`config.mk`:
```
export PLATFORM = sky130hd
export DESIGN_NAME = vedic_pp_combine_flat
export DESIGN_NICKNAME = d
export VERILOG_FILES = /design/src/rtl/vedic_pp_combine_pkg.sv /design/src/rtl/vedic_pp_combine_if.sv /design/src/rtl/vedic_pp_combine_skid_buf.sv /design/src/rtl/vedic_pp_combine.sv /design/src/flat_wrapper.sv
export SDC_FILE = /design/constraint.sdc
export NUM_CORES = 1
export LEC_CHECK = 0
export ABC_AREA = 1
export CORE_MARGIN = 5
export CORE_UTILIZATION = 50
export CTS_CLUSTER_DIAMETER = 200
export DETAILED_ROUTE_END_ITERATION = 6
export PLACE_DENSITY = 0.8
export SYNTH_ARGS = -nofsm -noshare
export SYNTH_HDL_FRONTEND = slang
export SYNTH_SLANG_ARGS = --single-unit
```
`constraint.sdc`:
```
create_clock -name clk -period 3.1 [get_ports clk]
set_clock_uncertainty 0.1 [all_clocks]
set_input_delay 0.465 -clock clk [delete_from_list [all_inputs] [get_ports clk]]
set_output_delay 0.465 -clock clk [all_outputs]
set_load 0.02 [all_outputs]
```
`src/rtl/vedic_pp_combine_pkg.sv`:
```
// Shared widths for the Vedic partial-product combiner (half-operand width H).
// Build option VEDIC_COMBINE_SKID_EN is consumed by vedic_pp_combine, not here.
package vedic_pkg;

  localparam int H_DEF = 4;
  localparam int CNT_W = 16;

  function automatic int pp_width(input int h);
    return 2 * h;
  endfunction

  function automatic int mid_width(input int h);
    return 2 * h + 1;
  endfunction

  function automatic int prod_width(input int h);
    return 4 * h;
  endfunction

  localparam int PP_W_DEF   = pp_width(H_DEF);
  localparam int MID_W_DEF  = mid_width(H_DEF);
  localparam int PROD_W_DEF = prod_width(H_DEF);

endpackage

```
`src/rtl/vedic_pp_combine_if.sv`:
```
// Partial-product input bus, product output bus and delivered-product counter.
interface vedic_pp_combine_if
  import vedic_pkg::*;
#(
  parameter int H = H_DEF
) ();

  logic                     in_valid;
  logic                     in_ready;
  logic [pp_width(H)-1:0]   pp_ll;
  logic [pp_width(H)-1:0]   pp_lh;
  logic [pp_width(H)-1:0]   pp_hl;
  logic [pp_width(H)-1:0]   pp_hh;
  logic                     out_valid;
  logic                     out_ready;
  logic [prod_width(H)-1:0] product;
  logic [CNT_W-1:0]         out_count;

  modport master (
    output in_valid, pp_ll, pp_lh, pp_hl, pp_hh, out_ready,
    input  in_ready, out_valid, product, out_count
  );

  modport slave (
    input  in_valid, pp_ll, pp_lh, pp_hl, pp_hh, out_ready,
    output in_ready, out_valid, product, out_count
  );

endinterface

```
`src/rtl/vedic_pp_combine_skid_buf.sv`:
```
// One-entry skid buffer; s_ready_o comes straight from a flop so the upstream
// side never sees a combinational path from m_ready_i.
module vedic_skid_buf #(
  parameter int W = 32
) (
  input  logic         clk,
  input  logic         rst,
  input  logic         s_valid_i,
  output logic         s_ready_o,
  input  logic [W-1:0] s_data_i,
  output logic         m_valid_o,
  input  logic         m_ready_i,
  output logic [W-1:0] m_data_o
);

  logic         full_q, full_d;
  logic         ready_q;
  logic [W-1:0] buf_q, buf_d;
  logic         s_fire;

  always_comb begin
    full_d    = full_q;
    buf_d     = buf_q;
    s_fire    = s_valid_i && ready_q;
    m_valid_o = full_q || s_fire;
    m_data_o  = full_q ? buf_q : s_data_i;
    if (full_q) begin
      if (m_ready_i) full_d = 1'b0;
    end else if (s_fire && !m_ready_i) begin
      full_d = 1'b1;
      buf_d  = s_data_i;
    end
  end

  always_ff @(posedge clk) begin
    if (rst) begin
      full_q  <= 1'b0;
      ready_q <= 1'b0;
    end else begin
      full_q  <= full_d;
      ready_q <= !full_d;
    end
  end

  always_ff @(posedge clk) begin
    buf_q <= buf_d;
  end

  assign s_ready_o = ready_q;

endmodule

```
`src/rtl/vedic_pp_combine.sv`:
```
// Two-stage combiner: product = ll + ((lh + hl) << H) + (hh << 2H).
// Define VEDIC_COMBINE_SKID_EN to put a registered-ready skid buffer on the input.
module vedic_pp_combine
  import vedic_pkg::*;
#(
  parameter int H = H_DEF
) (
  input logic               clk,
  input logic               rst,
  vedic_pp_combine_if.slave bus
);

  localparam int PP_W   = pp_width(H);
  localparam int MID_W  = mid_width(H);
  localparam int PROD_W = prod_width(H);

  logic              pipe_valid;
  logic [PP_W-1:0]   pipe_ll, pipe_lh, pipe_hl, pipe_hh;
  logic              s1_load, s2_load, in_fire;
  logic              v1_q, v1_d, v2_q, v2_d;
  logic [MID_W-1:0]  mid_q, mid_d;
  logic [PP_W-1:0]   ll_q, ll_d, hh_q, hh_d;
  logic [PROD_W-1:0] product_q, product_d, sum;
  logic [CNT_W-1:0]  cnt_q, cnt_d;

`ifdef VEDIC_COMBINE_SKID_EN
  logic [4*PP_W-1:0] sk_in, sk_out;

  assign sk_in = {bus.pp_ll, bus.pp_lh, bus.pp_hl, bus.pp_hh};

  vedic_skid_buf #(.W(4 * PP_W)) u_skid (
    .clk       (clk),
    .rst       (rst),
    .s_valid_i (bus.in_valid),
    .s_ready_o (bus.in_ready),
    .s_data_i  (sk_in),
    .m_valid_o (pipe_valid),
    .m_ready_i (s1_load),
    .m_data_o  (sk_out)
  );

  assign {pipe_ll, pipe_lh, pipe_hl, pipe_hh} = sk_out;
`else
  assign pipe_valid   = bus.in_valid;
  assign pipe_ll      = bus.pp_ll;
  assign pipe_lh      = bus.pp_lh;
  assign pipe_hl      = bus.pp_hl;
  assign pipe_hh      = bus.pp_hh;
  assign bus.in_ready = !rst && s1_load;
`endif

  // Stage 1 refills whenever stage 2 moves, so bubbles collapse in one cycle.
  assign s2_load = !v2_q || bus.out_ready;
  assign s1_load = !v1_q || s2_load;
  assign in_fire = pipe_valid && s1_load;

  assign sum = PROD_W'(ll_q) + (PROD_W'(mid_q) << H) + (PROD_W'(hh_q) << (2 * H));

  // NOTE: every variable gets its hold value first so no path leaves it unassigned (no latch).
  always_comb begin
    v1_d      = v1_q;
    mid_d     = mid_q;
    ll_d      = ll_q;
    hh_d      = hh_q;
    v2_d      = v2_q;
    product_d = product_q;
    cnt_d     = cnt_q;
    if (s1_load) begin
      v1_d = in_fire;
      if (in_fire) begin
        mid_d = MID_W'(pipe_lh) + MID_W'(pipe_hl);
        ll_d  = pipe_ll;
        hh_d  = pipe_hh;
      end
    end
    if (s2_load) begin
      v2_d = v1_q;
      if (v1_q) product_d = sum;
    end
    if (v2_q && bus.out_ready) cnt_d = cnt_q + CNT_W'(1);
  end

  // NOTE: state updates use non-blocking assignments so every flop samples pre-edge values.
  always_ff @(posedge clk) begin
    if (rst) begin
      v1_q      <= 1'b0;
      v2_q      <= 1'b0;
      product_q <= '0;
      cnt_q     <= '0;
    end else begin
      v1_q      <= v1_d;
      v2_q      <= v2_d;
      product_q <= product_d;
      cnt_q     <= cnt_d;
    end
  end

  // NOTE: stage-1 data is qualified by v1_q, so it needs no reset.
  always_ff @(posedge clk) begin
    mid_q <= mid_d;
    ll_q  <= ll_d;
    hh_q  <= hh_d;
  end

  assign bus.out_valid = v2_q;
  assign bus.product   = product_q;
  assign bus.out_count = cnt_q;

endmodule
```
`src/flat_wrapper.sv`:
```
// flat-port wrapper written by rule: the top's interface ports become plain ports
module vedic_pp_combine_flat import vedic_pkg::*;
#(
  parameter int H = H_DEF
)
  (clk, rst, bus_in_valid, bus_pp_ll, bus_pp_lh, bus_pp_hl, bus_pp_hh, bus_out_ready, bus_in_ready, bus_out_valid, bus_product, bus_out_count);
  vedic_pp_combine_if #(.H(H)) bus_i ();
  input logic clk;
  input logic rst;
  input wire logic [$bits(bus_i.in_valid)-1:0] bus_in_valid;
  input wire logic [$bits(bus_i.pp_ll)-1:0] bus_pp_ll;
  input wire logic [$bits(bus_i.pp_lh)-1:0] bus_pp_lh;
  input wire logic [$bits(bus_i.pp_hl)-1:0] bus_pp_hl;
  input wire logic [$bits(bus_i.pp_hh)-1:0] bus_pp_hh;
  input wire logic [$bits(bus_i.out_ready)-1:0] bus_out_ready;
  output wire logic [$bits(bus_i.in_ready)-1:0] bus_in_ready;
  output wire logic [$bits(bus_i.out_valid)-1:0] bus_out_valid;
  output wire logic [$bits(bus_i.product)-1:0] bus_product;
  output wire logic [$bits(bus_i.out_count)-1:0] bus_out_count;
  assign bus_i.in_valid = bus_in_valid;
  assign bus_i.pp_ll = bus_pp_ll;
  assign bus_i.pp_lh = bus_pp_lh;
  assign bus_i.pp_hl = bus_pp_hl;
  assign bus_i.pp_hh = bus_pp_hh;
  assign bus_i.out_ready = bus_out_ready;
  assign bus_in_ready = bus_i.in_ready;
  assign bus_out_valid = bus_i.out_valid;
  assign bus_product = bus_i.product;
  assign bus_out_count = bus_i.out_count;
  vedic_pp_combine #(.H(H)) u_core (.clk(clk), .rst(rst), .bus(bus_i));
endmodule
```
==> results.toml <==
[sta]
worst_pin_slew_ns = 0.378
setup_viol = 0
fin_hold_ws_ns = 0.383
slew-limit-headroom = 0.748
final.min_clock_period_ns = 2.75
slew_viol_final = 0
hold_viol_final = 0
fin_crit_sh = 0.887
clock.fmax_mhz = 364
rsz0062_at_grt = "false"
tns_ns = 0

[setup_path]
r2r_slack_ns = 0.35
worst_setup_path_end_kind = "register"
worstRegToRegCells = 16
worstReg2RegStart = "u_core.ll_q[4]"
cpMostUsedCell = "nand2_1"
critPathSlowestCell = "fa_1"
required_ns = 3.23
cp-start-kind = "register"
cp_max_fo = 3
cp_cell_sequence = "ha_1, fa_1, nand3_1, nand2_1, xnor2_1, inv_1, ha_1, fa_1, nand2_1, nand2_1, nand3b_1, nand2_1, nand2_1, nand3_1, nand2_1, inv_1"
cpPeakStageDelay_ns = 0.40
reg2reg_to = "u_core.bus.product[14]"
critPathKind = "register to register"
cp.arrival_ns = 2.88

[cts]
clock-root-buffer = "clkbuf_8"
cts_hold_buf = 0
clock_latency_ns = 0.33
clk_path_buf_depth = 2
ctsHtreeMaxLevel = 3
path_clk_slew_ns = 0.06
cts_buffers = 9
cts_resized = 0
cts_tree = "built"
cts.sinks = 59
postCtsSetupRepairBufs = 0

[yosys]
synth_area_leaders = "edfxtp_1 25%, dfxtp_1 22%, nand2_1 8.6%"
synth_area_um2 = 3050
ys_ff_latch = 59
synth_cell_types = 32
syn_inst = 364
synth_warnings = 0
avgSynthCellArea_um2 = 8.39
synth_top_cell_by_area = "edfxtp_1"
synth_top_area_share = 0.246
ys_seq_area_frac = 0.469
synth_nets = 422

[route]
wl_per_cell_um = 12.2
drt-met1-wl_um = 2560
num_vias = 2642
remaining_drc_errors = 0
via_per_inst = 5.05
route.met3.wl_um = 505
dr.pass1.iters = 5
ant_nets = 0
wl_met2_um = 3170
initialDrtViolationCount = 85
top_layer_used = "met4"
routed_wl_um = 6360

[final_layout]
fin_nets = 501
insertedDiodeCount = 0
drive_gt1_frac = 0.0603
n_fill_cell = 471
area_growth_pct = 32.2

[placement]
hpwl_um = 4880
io_buffers = 69
gp_congestion = 0.798

[grt]
grt-ovfl-total = 0
grt_pass1_wl_um = 10400
antenna_found_initial = 0
grt_use_total = 0.174
grt_pass1_vias = 2513
grt_max_degree = 28

[floorplanning]
fp.dieH_um = 88.1
initial_core_util = 0.516
rows = 28
coreArea_um2 = 5920
io_pins = 70
die_area_um2 = 7770
die_w_um = 88.1

[hold_path]
hp-class = "register to register"
holdPathStages = 2
holdPathEnd = "u_core.bus.product[0]"
min_from = "u_core.bus.product[0]"

[pwr]
ir_worst_vdd_mv = 0.277
total_leakage_power_nw = 1.75
p_per_area_nw_per_um2 = 492

[run]
cap_violations = 0

[status]
status = "finished, final reports clean"
cell type report:
type / instances / area (µm²) / share of cell area
inverters: 51 / 191 / 0.0474
flip-flops and latches: 59 / 1430 / 0.355
multi-input cells: 249 / 1400 / 0.346
clock inverters: 5 / 48.8 / 0.0121
repair buffers: 73 / 721 / 0.179
well taps: 75 / 93.8 / 0.0232
clock buffers: 11 / 153 / 0.0378
metal layers:
metal  vias up  global-route usage
met1      1184               0.181
met5         -                   0
met3        15              0.0499
met4         0              0.0755
li1       1355                   -
met2        88               0.323
through the flow:
stage	util	area, µm²	total power [mW]	std cells	worst slack [ns]
finish	0.682	4040	1.99	523	0.349
global route	0.682	4040	2.11	523	0.140
CTS	0.682	4040	2.01	523	0.341
detailed placement	0.648	3830	1.30	507	0.354
global placement	0.648	3830	1.29	507	0.403
floorplan	-	3050	1.16	364	0.533
cells in the mapped netlist (all sizes together):
cell	count
nor3b	2
nand2	71
o211ai	3
xor2	6
fa	3
nor2	51
o21bai	1
or2	2
inv	50
nor3	3
nand3	28
dfxtp	34
a21oi	21
ha	19
a31oi	1
o21ai	22
edfxtp	25
buf	5
xnor2	4
clkinv	1
nand3b	5
nand4	7
report_power, final:
group / leakage (nW) / internal (mW) / switching, mW
clock: 0.104 / 0.414 / 0.290
combinational: 1.12 / 0.184 / 0.207
sequential: 0.522 / 0.865 / 0.0276
total: 1.75 / 1.46 / 0.525
layout by cell type, fill, tap and decap left out, types with 2 or more instances in the layout:
cell type        instances
nand3_1                 26
xor2_1                   6
fa_1                     3
o211ai_1                 3
nor2_1                  49
dfxtp_1                 34
nand3_2                  2
nor2_4                   2
nand2_1                 70
o21ai_0                 21
nor3_1                   2
xnor2_1                  4
buf_4                    4
clkdlybuf4s50_1         69
or2_2                    2
nand4_1                  6
nand3b_1                 5
clkbuf_8                 9
nor3b_1                  2
edfxtp_1                25
clkinv_1                 3
a21oi_1                 21
inv_1                   49
ha_1                    19
logic make-up (layout without fill, tap and decap cells):
family                     count (synthesis)  after routing  share of synthesized area
buffers and inverters                     56            140                     0.0734
AOI/OAI and AO/OA                         48             48                     0.0824
adders and majority gates                 22             22                     0.0975
DFF                                       59             59                      0.469
xor gates and xnor gates                  10             10                     0.0287
and+or+nand+nor                          169            169                      0.249
how the worst max path moves through the flow:
| stage | cells past startpoint | slack (ns) | from | endpoint |
|---|---|---|---|---|
| global route | 16 | 0.14 | u_core.mid_q[0] | u_core.bus.product[14] |
| CTS | 16 | 0.34 | u_core.ll_q[4] | u_core.bus.product[14] |
| detailed placement | 16 | 0.35 | u_core.ll_q[4] | u_core.bus.product[14] |
| finish | 16 | 0.35 | u_core.ll_q[4] | u_core.bus.product[14] |
| global placement | 16 | 0.40 | u_core.ll_q[4] | u_core.bus.product[14] |
| floorplan | 16 | 0.53 | u_core.ll_q[4] | u_core.bus.product[14] |
worst max-delay path: cells and delay by family, from the launching register on:
family        cells  cell delay (ns)
xor+xnor          1             0.15
fa+ha+maj         4             1.24
buf+inv           2             0.08
simple gates      9             0.70
flops             1             0.37
sequential cells by signal, indices dropped and copies added (netlist names):
register,count
u_core.mid_q,9
u_core.bus.product,16
u_core.hh_q,8
u_core.bus.out_valid,1
u_core.v1_q,1
u_core.bus.out_count,16
u_core.ll_q,8
(Power assumes the default switching activity.)
